$ cat src/rtl/mips_pkg.sv
// Shared MIPS datapath constants: register-file geometry and instruction
// field positions used by the IR, register file and ALU stages.
package mips_pkg;

  localparam int unsigned DATA_W   = 32;
  localparam int unsigned ADDR_W   = 5;
  localparam int unsigned NUM_REGS = 32;
  localparam logic [4:0]  ZERO_REG = 5'd0;

  localparam int unsigned RS_MSB = 25;
  localparam int unsigned RS_LSB = 21;
  localparam int unsigned RT_MSB = 20;
  localparam int unsigned RT_LSB = 16;
  localparam int unsigned RD_MSB = 15;
  localparam int unsigned RD_LSB = 11;

endpackage

$ cat src/rtl/regfile_bypass_mux.sv
// Read-port operand select: zero register, same-edge write bypass, else stored.
module regfile_bypass_mux #(
  parameter int unsigned DATA_W = 32,
  parameter int unsigned ADDR_W = 5
) (
  input  logic [ADDR_W-1:0] rd_idx,
  input  logic [DATA_W-1:0] stored,
  input  logic              reg_write,
  input  logic [ADDR_W-1:0] write_reg,
  input  logic [DATA_W-1:0] write_data,
  output logic [DATA_W-1:0] fwd
);

  always_comb begin
    fwd = stored;
    if (rd_idx == '0)
      fwd = '0;
    else if (reg_write && (write_reg == rd_idx))
      fwd = write_data;
  end

endmodule

$ cat src/rtl/register_file.sv
// 32 x 32 MIPS register file: two registered read ports with write-first
// bypass, one synchronous write port, hardwired zero register, debug port.
module register_file #(
  parameter int unsigned DATA_W     = mips_pkg::DATA_W,
  parameter int unsigned ADDR_W     = mips_pkg::ADDR_W,
  parameter bit          INIT_INDEX = 1'b1
) (
  input  logic              CLK,
  input  logic              RESET,
  input  logic              ReadEn,
  input  logic [ADDR_W-1:0] ReadReg1,
  input  logic [ADDR_W-1:0] ReadReg2,
  input  logic              RegWrite,
  input  logic [ADDR_W-1:0] WriteReg,
  input  logic [DATA_W-1:0] WriteData,
  output logic [DATA_W-1:0] A,
  output logic [DATA_W-1:0] B,
  output logic              ReadValid,
  input  logic [ADDR_W-1:0] DbgAddr,
  output logic [DATA_W-1:0] DbgData
);

  localparam int unsigned DEPTH = 2 ** ADDR_W;

  logic [DATA_W-1:0] regs [DEPTH];
  logic [DATA_W-1:0] fwd1;
  logic [DATA_W-1:0] fwd2;

  regfile_bypass_mux #(.DATA_W(DATA_W), .ADDR_W(ADDR_W)) u_mux1 (
    .rd_idx     (ReadReg1),
    .stored     (regs[ReadReg1]),
    .reg_write  (RegWrite),
    .write_reg  (WriteReg),
    .write_data (WriteData),
    .fwd        (fwd1)
  );

  regfile_bypass_mux #(.DATA_W(DATA_W), .ADDR_W(ADDR_W)) u_mux2 (
    .rd_idx     (ReadReg2),
    .stored     (regs[ReadReg2]),
    .reg_write  (RegWrite),
    .write_reg  (WriteReg),
    .write_data (WriteData),
    .fwd        (fwd2)
  );

  // Entry 0 is reset to zero and never written, so it stays zero.
  always_ff @(posedge CLK or posedge RESET) begin
    if (RESET) begin
      for (int unsigned i = 0; i < DEPTH; i++)
        regs[i] <= INIT_INDEX ? DATA_W'(i) : '0;
    end else if (RegWrite && (WriteReg != '0)) begin
      regs[WriteReg] <= WriteData;
    end
  end

  always_ff @(posedge CLK or posedge RESET) begin
    if (RESET) begin
      A         <= '0;
      B         <= '0;
      ReadValid <= 1'b0;
    end else begin
      ReadValid <= ReadEn;
      if (ReadEn) begin
        A <= fwd1;
        B <= fwd2;
      end
    end
  end

  always_comb begin
    DbgData = regs[DbgAddr];
    if (DbgAddr == '0)
      DbgData = '0;
  end

endmodule

$ cat config.mk
export PLATFORM = sky130hd
export DESIGN_NAME = register_file
export DESIGN_NICKNAME = d
export VERILOG_FILES = /design/src/rtl/mips_pkg.sv /design/src/rtl/regfile_bypass_mux.sv /design/src/rtl/register_file.sv
export SDC_FILE = /design/constraint.sdc
export NUM_CORES = 2
export LEC_CHECK = 0
export BUFFER_PORTS_ARGS = -buffer_cell sky130_fd_sc_hd__clkbuf_2
export CAP_MARGIN = 5
export CORE_ASPECT_RATIO = 1.75
export CORE_MARGIN = 2
export CORE_UTILIZATION = 60
export CTS_CLUSTER_SIZE = 30
export DETAILED_ROUTE_END_ITERATION = 8
export HOLD_SLACK_MARGIN = 0.05
export MAX_ROUTING_LAYER = met4
export PLACE_DENSITY_LB_ADDON = 0.12
export SLEW_MARGIN = 0
export SYNTH_ARGS = -nofsm -noshare
export SYNTH_HDL_FRONTEND = slang
export SYNTH_SLANG_ARGS = --single-unit
$ cat constraint.sdc
create_clock -name CLK -period 46.7 [get_ports CLK]
set_input_delay 9.34 -clock CLK [delete_from_list [all_inputs] [get_ports CLK]]
set_output_delay 9.34 -clock CLK [all_outputs]
set_load 0.01 [all_outputs]
==> results.cfg <==
[synth]
synthesis.area_um2 = 65300
syn_inst = 4473
synthArstFlopShare_pct = 100
synth_top_cell_by_area = dfrtp_1
synth_ff_type = dfrtp_1
seq_area_frac_synth_pct = 41.9
synth_top_area_share_pct = 38.6
ys_warn_count = 0
synth_edf_count = 0
syn_area_per_cell_um2 = 14.6
synth_area_leaders = dfrtp_1, mux4_2, mux2_2
synth_seq_cells = 1089
syn-num-nets = 4529
yosysUniqueCellTypes = 55

[placed_design]
numPlacedInstances = 5647
dpl_worst_slack_ps = 22880
place_area_um2 = 66600
gp_congestion = 0.881
hpwlAfterDp_mm = 129
portBuffers = 152

[global_route]
first_global_vias = 47100
gr-usage-all-layers_pct = 44.3
grt-ovfl-total = 0
antenna_found_initial = 13
grt_max_degree = 169
grt_pass1_wl_mm = 337

[routing]
route.detailed.drc = 0
vias_per_cell = 7.88
drt-total-wl_mm = 235
drt_pass1_iterations = 8
top_layer = met4
ant_nets = 0
wl_per_cell_um = 40.1
vias = 46100
routed-wl-met3_mm = 24.6
met1Wirelength_mm = 78.3
route.met2.wl_mm = 110
first_iter_violations = 5723

[critical_path]
cpMostUsedCell = buf_4
r2r_start = regs[520]
worstSetupPathDepth = 9
start_kind = input pin
reg2reg_depth = 5
crit_type = input pin to primary output
cp_max_fo = 78
crit_arrival_ps = 14400
cp.required_ps = 37360
cp_top_family = buffers and inverters
cp-startpoint = DbgAddr[0]
cp-end-kind = primary output
max_stage_delay_ps = 880
timing.critical_path.buf_inv = 6
crit_slowest_cell = buf_4
worstPathCellList = buf_8 > buf_4 > buf_4 > buf_4 > mux4_2 > mux4_2 > inv_1 > o21ai_1 > clkbuf_2

[timing]
fmax_mhz = 42.1
hold_viol = 0
worstMarginPinSlew_ps = 1270
fin_crit_ps = 23740
period_share_pct = 50.8
finalSetupViolations = 0
setup_tns_ps = 0
rsz0062_at_grt = no
slew_headroom_pct = 15.2
clock-skew-final_ps = 16.0
hold-worst-slack_ps = 420
final-max-slew-violation-count = 0
worst_slack_ps = 22960

[flow_run]
max-cap-violations = 0

[cts]
cts_hold_buf = 0
post_cts_buffers = 0
clk-insertion-delay-late_ps = 750
path_clk_slew_ps = 60
cts-resized-gates = 0
clockBufferDepth = 3
cts_sinks = 1089
numCtsBuffers = 105
root_buffer = clkbuf_16
htree_levels = 3
tritoncts = yes

[finish]
nets = 4352
layoutNonFillerInstCount = 5848
postLayoutCellArea_um2 = 70300
utilization_pct = 64.9
area_growth_pct = 7.57
drive_gt1_share_pct = 51.5

[floorplan]
row_count = 160
dieWidth_um = 253
dieArea_um2 = 112000
io_pins = 153
die_y_um = 441
fp.coreArea_um2 = 108000
initial_core_util_pct = 60.3

[power]
total_leakage_power_nw = 29.4
fin_total_pwr_mw = 2.96
power.density_nw_per_um2 = 42.2
vdd_drop_max_uv = 34.4

[worst_hold_path]
min_path_cells = 0
min_path_type = flip-flop to flip-flop
min_from = regs[1014]

[status]
status = completed
flip-flops by register name (all words and copies together), names as in the netlist:
| name | cells |
|---|---|
| A | 32 |
| B | 32 |
| regs | 1024 |
| ReadValid | 1 |
final timing paths:
kind	slack [ps]	end
setup reg to reg	44490	B[8]
hold reg to reg	420	regs[1014]
setup / recovery	22960	DbgData[14]
hold / removal	420	regs[1014]
min in group asynchronous	8700	regs[487]
max in group asynchronous	33500	regs[720]
layout by cell type (no fill, tap or decap), types with 11 or more instances in the layout:
master | Yosys | routed
mux2i_1 | 224 | 224
buf_4 | 41 | 98
nor2b_1 | 17 | 12
clkbuf_2 | 2 | 140
bufinv_16 | 0 | 13
a211oi_1 | 17 | 17
o21ai_1 | 33 | 32
nor4_1 | 16 | 16
dfstp_2 | 80 | 80
clkbuf_8 | 0 | 25
a22o_1 | 17 | 17
nor2_4 | 0 | 17
o22ai_1 | 24 | 24
nand2_4 | 0 | 15
mux4_2 | 709 | 709
a22oi_1 | 109 | 109
clkbuf_1 | 271 | 17
o21a_1 | 33 | 33
a21o_1 | 32 | 32
o211ai_1 | 64 | 64
dfrtp_1 | 1009 | 1009
clkinv_2 | 0 | 21
nand2_1 | 162 | 147
mux4_1 | 11 | 11
clkbuf_16 | 0 | 109
a222oi_1 | 32 | 32
o21ai_0 | 79 | 79
mux2_2 | 984 | 984
a221oi_1 | 65 | 65
inv_1 | 37 | 34
a21oi_1 | 36 | 36
nor2_1 | 38 | 25
a221o_1 | 24 | 24
logic make-up after synthesis:
kind of cell | after synthesis | synth area share (%)
compound gates | 592 | 6.66
xor+xnor | 10 | 0.134
simple gates | 274 | 1.87
mux | 1936 | 45.4
flops | 1089 | 41.9
buf+inv | 572 | 4.06
routing by layer:
metal	up-vias	global-route usage, %
met5	-	-
met4	0	34.1
met3	1079	11.2
met2	3257	66.4
met1	24300	51.2
li1	17400	-
final cells by class:
| class | count | area (um2) |
|---|---|---|
| tap | 1458 | 1820 |
| multi-input combinational | 2812 | 35600 |
| antenna | 10 | 25.0 |
| timing repair buffer | 250 | 1620 |
| inverter | 38 | 158 |
| fill | 8002 | 38000 |
| clock buffer | 150 | 3120 |
| sequential | 1089 | 27400 |
| clock inverter | 41 | 557 |
cell usage after synthesis (all sizes together), types with 5 or more instances:
cell type / count
a2111oi: 5
a211oi: 17
a21o: 32
a21oi: 36
a221o: 24
a221oi: 65
a222oi: 32
a22o: 17
a22oi: 109
a311oi: 8
and2: 6
buf: 260
clkbuf: 274
dfrtp: 1009
dfstp: 80
inv: 37
mux2: 992
mux2i: 224
mux4: 720
nand2: 162
nand3: 9
nand3b: 5
nor2: 42
nor2b: 17
nor4: 16
o211ai: 64
o21a: 33
o21ai: 112
o221ai: 10
o22ai: 24
xnor2: 10
power breakdown:
part           internal [mW]  switching (mW)
logic                  0.411           0.297
clock network          0.535           0.393
registers               1.13           0.196
No activity file was read; power rests on OpenSTA's default activity.
